File: src/rtl/vga_fb_arbiter.sv
// Framebuffer port arbiter: display prefetch owns one fixed slot per pixel word,
// the host uses every other cycle through a valid/ready handshake.
module vga_fb_arbiter #(
    parameter int unsigned H_DISPLAY       = 640,
    parameter int unsigned H_TOTAL         = 800,
    parameter int unsigned V_DISPLAY       = 480,
    parameter int unsigned V_TOTAL         = 525,
    parameter int unsigned PIX_W           = 4,
    parameter int unsigned DATA_W          = 16,
    parameter int unsigned ADDR_W          = 17,
    parameter bit          HOST_BLANK_ONLY = 1'b0
) (
    input  logic              clk,
    input  logic              reset,
    input  logic [9:0]        hpos,
    input  logic [9:0]        vpos,
    input  logic              display_on,
    input  logic              host_valid,
    output logic              host_ready,
    input  logic              host_we,
    input  logic [ADDR_W-1:0] host_addr,
    input  logic [DATA_W-1:0] host_wdata,
    output logic [DATA_W-1:0] host_rdata,
    output logic              host_rvalid,
    output logic              mem_en,
    output logic              mem_we,
    output logic [ADDR_W-1:0] mem_addr,
    output logic [DATA_W-1:0] mem_wdata,
    input  logic [DATA_W-1:0] mem_rdata,
    output logic [PIX_W-1:0]  pixel_o,
    output logic              pixel_de
);

    localparam int unsigned PPW  = DATA_W / PIX_W;
    localparam int unsigned PH_W = (PPW > 1) ? $clog2(PPW) : 1;
    localparam int unsigned WPL  = H_DISPLAY / PPW;

    logic [PH_W-1:0]   phase;
    logic [10:0]       n_pos;
    logic [9:0]        nline;
    logic [9:0]        nline_inc;
    logic              fetch_slot;
    logic [ADDR_W-1:0] fetch_addr;

    logic              rd_pend_q, rd_pend_d;
    logic              rd_host_q, rd_host_d;   // read owner: 1 = host, 0 = display
    logic [DATA_W-1:0] next_word_q, next_word_d;
    logic [DATA_W-1:0] cur_word_q, cur_word_d;
    logic [PIX_W-1:0]  pixel_q, pixel_d;
    logic              pixel_de_q, pixel_de_d;
    logic [DATA_W-1:0] host_rdata_q, host_rdata_d;
    logic              host_rvalid_q, host_rvalid_d;
    logic [DATA_W-1:0] pix_sh;

    // Locate the next pixel group and decide whether this cycle is a prefetch slot.
    always_comb begin
        phase     = hpos[PH_W-1:0];
        n_pos     = {1'b0, hpos} + 11'(PPW);
        nline     = vpos;
        nline_inc = vpos + 10'd1;
        if (n_pos >= 11'(H_TOTAL)) begin
            n_pos = n_pos - 11'(H_TOTAL);
            nline = (nline_inc == 10'(V_TOTAL)) ? '0 : nline_inc;
        end
        fetch_slot = (phase == '0) && (n_pos < 11'(H_DISPLAY)) && (nline < 10'(V_DISPLAY));
        fetch_addr = ADDR_W'(nline) * ADDR_W'(WPL) + ADDR_W'(n_pos >> PH_W);
    end

    // Drive the RAM port: fixed display slot, otherwise pass the host through.
    always_comb begin
        host_ready = 1'b0;
        mem_en     = 1'b0;
        mem_we     = 1'b0;
        mem_addr   = host_addr;
        mem_wdata  = host_wdata;
        if (!reset) begin
            if (fetch_slot) begin
                mem_en   = 1'b1;
                mem_addr = fetch_addr;
            end else begin
                host_ready = HOST_BLANK_ONLY ? !display_on : 1'b1;
                mem_en     = host_valid && host_ready;
                mem_we     = host_we;
            end
        end
    end

    // Route read data to its owner and build the pixel stream.
    always_comb begin
        rd_pend_d     = mem_en && !mem_we;
        rd_host_d     = !fetch_slot;
        host_rvalid_d = rd_pend_q && rd_host_q;
        host_rdata_d  = host_rvalid_d ? mem_rdata : host_rdata_q;
        next_word_d   = next_word_q;
        if (rd_pend_q && !rd_host_q && (phase == PH_W'(1))) begin
            next_word_d = mem_rdata;
        end
        cur_word_d = (phase == '0) ? next_word_q : cur_word_q;
        pix_sh     = cur_word_q >> (phase * PIX_W);
        pixel_d    = '0;
        if (display_on) begin
            pixel_d = (phase == '0) ? next_word_q[PIX_W-1:0] : pix_sh[PIX_W-1:0];
        end
        pixel_de_d = display_on;
    end

    // State registers, cleared asynchronously.
    always_ff @(posedge clk or posedge reset) begin
        if (reset) begin
            rd_pend_q     <= 1'b0;
            rd_host_q     <= 1'b0;
            next_word_q   <= '0;
            cur_word_q    <= '0;
            pixel_q       <= '0;
            pixel_de_q    <= 1'b0;
            host_rdata_q  <= '0;
            host_rvalid_q <= 1'b0;
        end else begin
            rd_pend_q     <= rd_pend_d;
            rd_host_q     <= rd_host_d;
            next_word_q   <= next_word_d;
            cur_word_q    <= cur_word_d;
            pixel_q       <= pixel_d;
            pixel_de_q    <= pixel_de_d;
            host_rdata_q  <= host_rdata_d;
            host_rvalid_q <= host_rvalid_d;
        end
    end

    assign pixel_o     = pixel_q;
    assign pixel_de    = pixel_de_q;
    assign host_rdata  = host_rdata_q;
    assign host_rvalid = host_rvalid_q;

endmodule

File: config.mk
export PLATFORM = sky130hd
export DESIGN_NAME = vga_fb_arbiter
export DESIGN_NICKNAME = d
export VERILOG_FILES = /design/src/rtl/vga_fb_arbiter.sv
export SDC_FILE = /design/constraint.sdc
export NUM_CORES = 1
export LEC_CHECK = 0
export BUFFER_PORTS_ARGS = -buffer_cell sky130_fd_sc_hd__buf_2
export CELL_PAD_IN_SITES_DETAIL_PLACEMENT = 0
export CELL_PAD_IN_SITES_GLOBAL_PLACEMENT = 1
export CORE_UTILIZATION = 35
export DETAILED_ROUTE_END_ITERATION = 6
export PLACE_DENSITY = 0.79
export SLEW_MARGIN = 20
export SYNTH_ARGS = -nofsm -noshare
export SYNTH_HDL_FRONTEND = slang
export SYNTH_SLANG_ARGS = --single-unit
export TNS_END_PERCENT = 1
File: constraint.sdc
create_clock -name clk -period 4.32 [get_ports clk]
set_clock_uncertainty 0.05 [all_clocks]
set_input_delay 0.216 -clock clk [delete_from_list [all_inputs] [get_ports clk]]
set_output_delay 0.216 -clock clk [all_outputs]
set_load 0.02 [all_outputs]
**After elaboration in Yosys (flattened, before gate mapping)**

Cells that the tools add are included.

- Register bits after elaboration: 56
- Bits in latches: 0
- Bits in writable memories: 0
- Bits in read-only memories: 0
- Input port bits: 74
- Output and inout bits: 58
- Word-level logic and storage cells: 42
- Memories: 0

- Add/sub/neg operators: 4
- $mul: 1
- Div/mod/pow operators: 0
- Order comparisons: 3
- Equality and inequality tests: 2
- Shift operators: 1
- Muxes and demuxes: 13
- Bitwise logic cells: 0
- Reduce and logical (&&, ||, !) cells: 10

Operator list:

| cell | number |
|---|---|
| $mux 17 | 2 |
| $mux 10 | 2 |
| $add 17x9->17 | 1 |
| $shr 16x4->4 | 1 |
| $mul 10x3->12 const B | 1 |
| $add 10x3->11 const B | 1 |
| $ge 11x10->1 const B | 1 |
| $lt 11x10->1 const B | 1 |
| $mux 11 | 1 |
| $sub 11x10->11 const B | 1 |
| $add 10x1->10 const B | 1 |
| $eq 10x10->1 const B | 1 |
| $lt 10x9->1 const B | 1 |
| $mux 4 | 2 |
| $logic_and 1x1->1 | 6 |
| $mux 1 | 6 |
| $logic_not 1->1 | 3 |
| $eq 2x1->1 const B | 1 |
| $logic_not 2->1 | 1 |

**Logic depth before layout (Yosys ltp)**

- Depth in word-level cells: 10
- Mapped depth: 24
- Mapped depth without buffers: 23

**Least setup slack after synthesis**

Ideal clock, no wire load.

- Kind: input to output
- Start point: in hpos[2]
- End point: out mem_addr[16]
- Arrival: 4.481 ns
- Required time: 4.054 ns
- Setup slack: -0.427 ns
- Cell stages on the path: 21
- Path buffers: 1
- Cells stage by stage: ha_1 > and3_4 > and3_4 > xnor2_2 > or4_1 > buf_2 > nand2_1 > nand2_1 > inv_1 > nand2_1 > o21ai_0 > ha_1 > ha_1 > a21o_1 > a21oi_1 > xnor2_1 > nor4b_1 > and3_1 > nand3_1 > xnor2_1 > mux2_2

- Cells in the longest elaborated chain, start to end: 8
- Elaborated cells between the ends (all ways): 13
- Those cells by class: add/sub (3); mul (1); order compare (3); mux (4); reduce/logical (2)

Ends and longest elaborated chain:

| item | line | text |
|---|---|---|
| start, declared | 15 | `input logic [9:0] hpos,` |
| $add 10x3->11 (*) | 58 | `n_pos = {1'b0, hpos} + 11'(PPW);` |
| parallel branches: the longest is 5 deep, another holds $add 17x9->17 | n/a |  |
| $mux 17 (*) | 77 | `if (fetch_slot) begin` |
| $mux 17 (*) | 76 | `if (!reset) begin` |
| end, declared | 27 | `output logic [ADDR_W-1:0] mem_addr,` |

Mark *: on every way between the ends.

**Final worst setup path**

- Start point: in hpos[3]
- End point: out mem_addr[15]

The elaborated chain is that of the path after synthesis.

==> results_dict.tcl <==
set metrics [dict create \
    status "complete, but fails checks" \
    violations "negative setup slack" \
    synth_seq_area_share_pct 34.0 \
    placed_cells 652 \
    critical_path_arrival_ps 4310 \
    critPathCaptureType "primary output" \
    timing.hold.ws_ps 21.8 \
    crit_type "in -> out" \
    p_per_area_nw_per_um2 281 \
    first_global_vias 3316 \
    syn_area_um2 3820 \
    ys_ff_latch 52 \
    die-area_um2 11400 \
    clk_path_buf_depth 2 \
    final.min_clock_period_ps 4580 \
    routed_wl_mm 9.29 \
    worst_hold_path_type "in -> reg" \
    clk_latency_ps 300 \
    worst-r2r-setup-slack_ps 2450 \
    h-tree-depth 2 \
    diodes 0 \
    power_mw 1.51 \
    start_util_pct 36.6 \
    dpl-instance-area_um2 5050 \
    synth_area_leaders "dfrtp_1 (34%), mux2_2 (15%), ha_1 (8.2%)" \
    setup_violations 3 \
    seq_area_um2 1300 \
    dr.pass1.iters 4 \
    worstHoldStart "display_on" \
    slew_headroom_pct 46.9 \
    fp.dieH_um 107 \
    clk_pin_slew_ps 90 \
    drc 0 \
    core_area_um2 10500 \
    netlist.area_leader.share_pct 34.0 \
    ys.flop_type "dfrtp_1" \
    clock.fmax_mhz 218 \
    gp_congestion 0.787 \
    drv_slew 0 \
    cts_sinks 52 \
    drive_gt1_share_pct 57.9 \
    synth_cells 360 \
    fillCellCount 955 \
    vias 3253 \
    hold_end "pixel_de" \
    max_slew.worst_pin.slew_ps 795 \
    avgViaCountPerCell 4.87 \
    grt_pass1_wl_mm 15.2 \
    drtIter0Drc 111 \
    root_buffer "clkbuf_8" \
    avgSynthCellArea_um2 10.6 \
    power.leakage_nw 2.71 \
    synth_nets 461 \
    yosysTopAreaCell "dfrtp_1" \
    io_buffers 99 \
    holdPathStages 1 \
    yosysWarnings 0 \
    r2r_end "next_word_q[2]" \
    vdd_drop_max_uv 320 \
    cts_buffers 5 \
    layout.nets 632 \
    reg2reg_depth 3 \
    hold_violations 0 \
    synth_cell_types 58 \
    hpwl_mm 7.41 \
    antenna_left 0 \
    multi_input_area_um2 2500 \
    final_cells 668 \
    finalCritPeriodShare_pct 106 \
    cts_tree "yes" \
    antenna_found_initial 0 \
    synthArstFlopShare_pct 100 \
    grt_use_total_pct 16.7 \
    final_cell_area_um2 5370 \
    wire_per_inst_um 13.9 \
    setup_slack_ps -260 \
    grt_max_degree 53 \
    synth_edf_count 0 \
    max_cap_violations 0 \
    globalRouteOverflowTotal 0 \
    start_kind "input port" \
    reg2reg_from "rd_host_q" \
    io_pins 132 \
    area_delta_synth_final_pct 40.4 \
    hold_buffers 0 \
    rows 37 \
    rsz0062_at_grt "yes" \
    required_ps 4050 \
    critPathMaxFanout 6 \
    die_w_um 107 \
]
## stage by stage
| stage | worst slack [ps] | TNS [ps] | util [%] |
|---|---|---|---|
| after detailed placement | -384 | -983 | 48.2 |
| final | -260 | -612 | 51.3 |
| after global routing | -426 | -1420 | 51.3 |
| after floorplan | -3.91 | -3.91 | - |
| after CTS | -227 | -471 | 50.4 |
| after global placement | -318 | -662 | 48.2 |
## cell families after synthesis
logic type / share of synthesized area (%)
and+or+nand+nor: 12.9
muxes: 20.8
DFF: 34.0
buffers and inverters: 7.39
AOI/OAI and AO/OA: 8.41
xor gates and xnor gates: 7.30
adders and majority gates: 9.22
## power breakdown
| group | total (mW) | leakage, nW | switching (mW) | internal [mW] |
|---|---|---|---|---|
| registers | 0.571 | 0.675 | 0.0275 | 0.543 |
| logic | 0.654 | 1.99 | 0.317 | 0.338 |
| clock network | 0.282 | 0.0445 | 0.152 | 0.130 |
## cell type report
cell class / instances / area share, %
multi-input cells: 257 / 46.5
clock inverters: 1 / 0.140
inverters: 25 / 1.75
repair buffers: 190 / 22.6
well taps: 136 / 3.17
clock buffers: 7 / 1.61
flip-flops and latches: 52 / 24.2
## placed cells by master, fill, tap and decap left out, types with 4 or more instances in the layout
cell,instances
buf_2,94
buf_4,91
dfrtp_1,52
mux2_2,50
inv_1,22
ha_1,21
xnor2_1,19
nand2_1,17
a21oi_1,10
nor2_1,9
nand3_1,8
xor2_1,8
nor3_1,7
mux2i_1,7
and2_1,6
clkbuf_8,6
o21ai_0,5
mux2_4,5
and3_4,4
a21o_1,4
mux4_2,4
buf_6,4
## cells in the mapped netlist, types with 5 or more instances
master,number
dfrtp_1,52
mux2_2,51
ha_1,25
inv_1,25
xnor2_1,21
nand2_1,19
buf_4,17
a21oi_1,14
nor2_1,12
nand3_1,10
o21ai_0,10
nor3_1,9
xor2_1,9
mux2i_1,7
and2_1,6
clkbuf_1,5
## state kept, by name (all words and copies together), names as in the netlist
name         cells
cur_word_q      12
rd_host_q        1
host_rvalid      1
next_word_q     16
rd_pend_q        1
pixel_de         1
pixel_o          4
host_rdata      16
## critical path, cell delays in order
cell and delay (ps):
buf_8 100, ha_4 160, and3_4 150, and3_4 170, xnor2_4 120, or4_4 580
and2_4 200, a22oi_2 210, inv_1 90, ha_1 280, ha_2 180, inv_2 40
fa_2 340, nor2b_2 130, o31a_1 160, o21a_1 140, nor2_2 40, buf_4 140
xnor2_4 200, nand3_2 100, xnor2_1 130, mux2_4 260, buf_2 160
## how the worst max path moves through the flow
| stage | startpoint | end | slack (ps) | depth (start not counted) |
|---|---|---|---|---|
| after floorplan | hpos[2] | mem_addr[16] | -4 | 23 |
| after detailed placement | hpos[2] | mem_addr[16] | -380 | 23 |
| after global routing | hpos[3] | mem_addr[16] | -430 | 21 |
| after global placement | hpos[2] | mem_addr[16] | -320 | 23 |
| final | hpos[3] | mem_addr[15] | -260 | 23 |
| after CTS | hpos[3] | mem_addr[16] | -230 | 23 |
## metal layers
metal	up-vias	track usage (%)	wire [um]
li1	1608	-	-
met1	1559	21.0	4030
met2	77	30.7	4800
met3	9	2.39	400
met4	0	2.64	54
met5	-	0	0
## what timing repair did
item | 4_1_cts | 5_1_grt
endpoints found under the hold margin | 0 | 0
cloned | 0 | 0
setup endpoints to repair | 6 | 7
setup buffers | 5 | 2
pin swaps | 18 | 10
resized for setup | 24 | 16
Power figures use the tool's default switching activity.
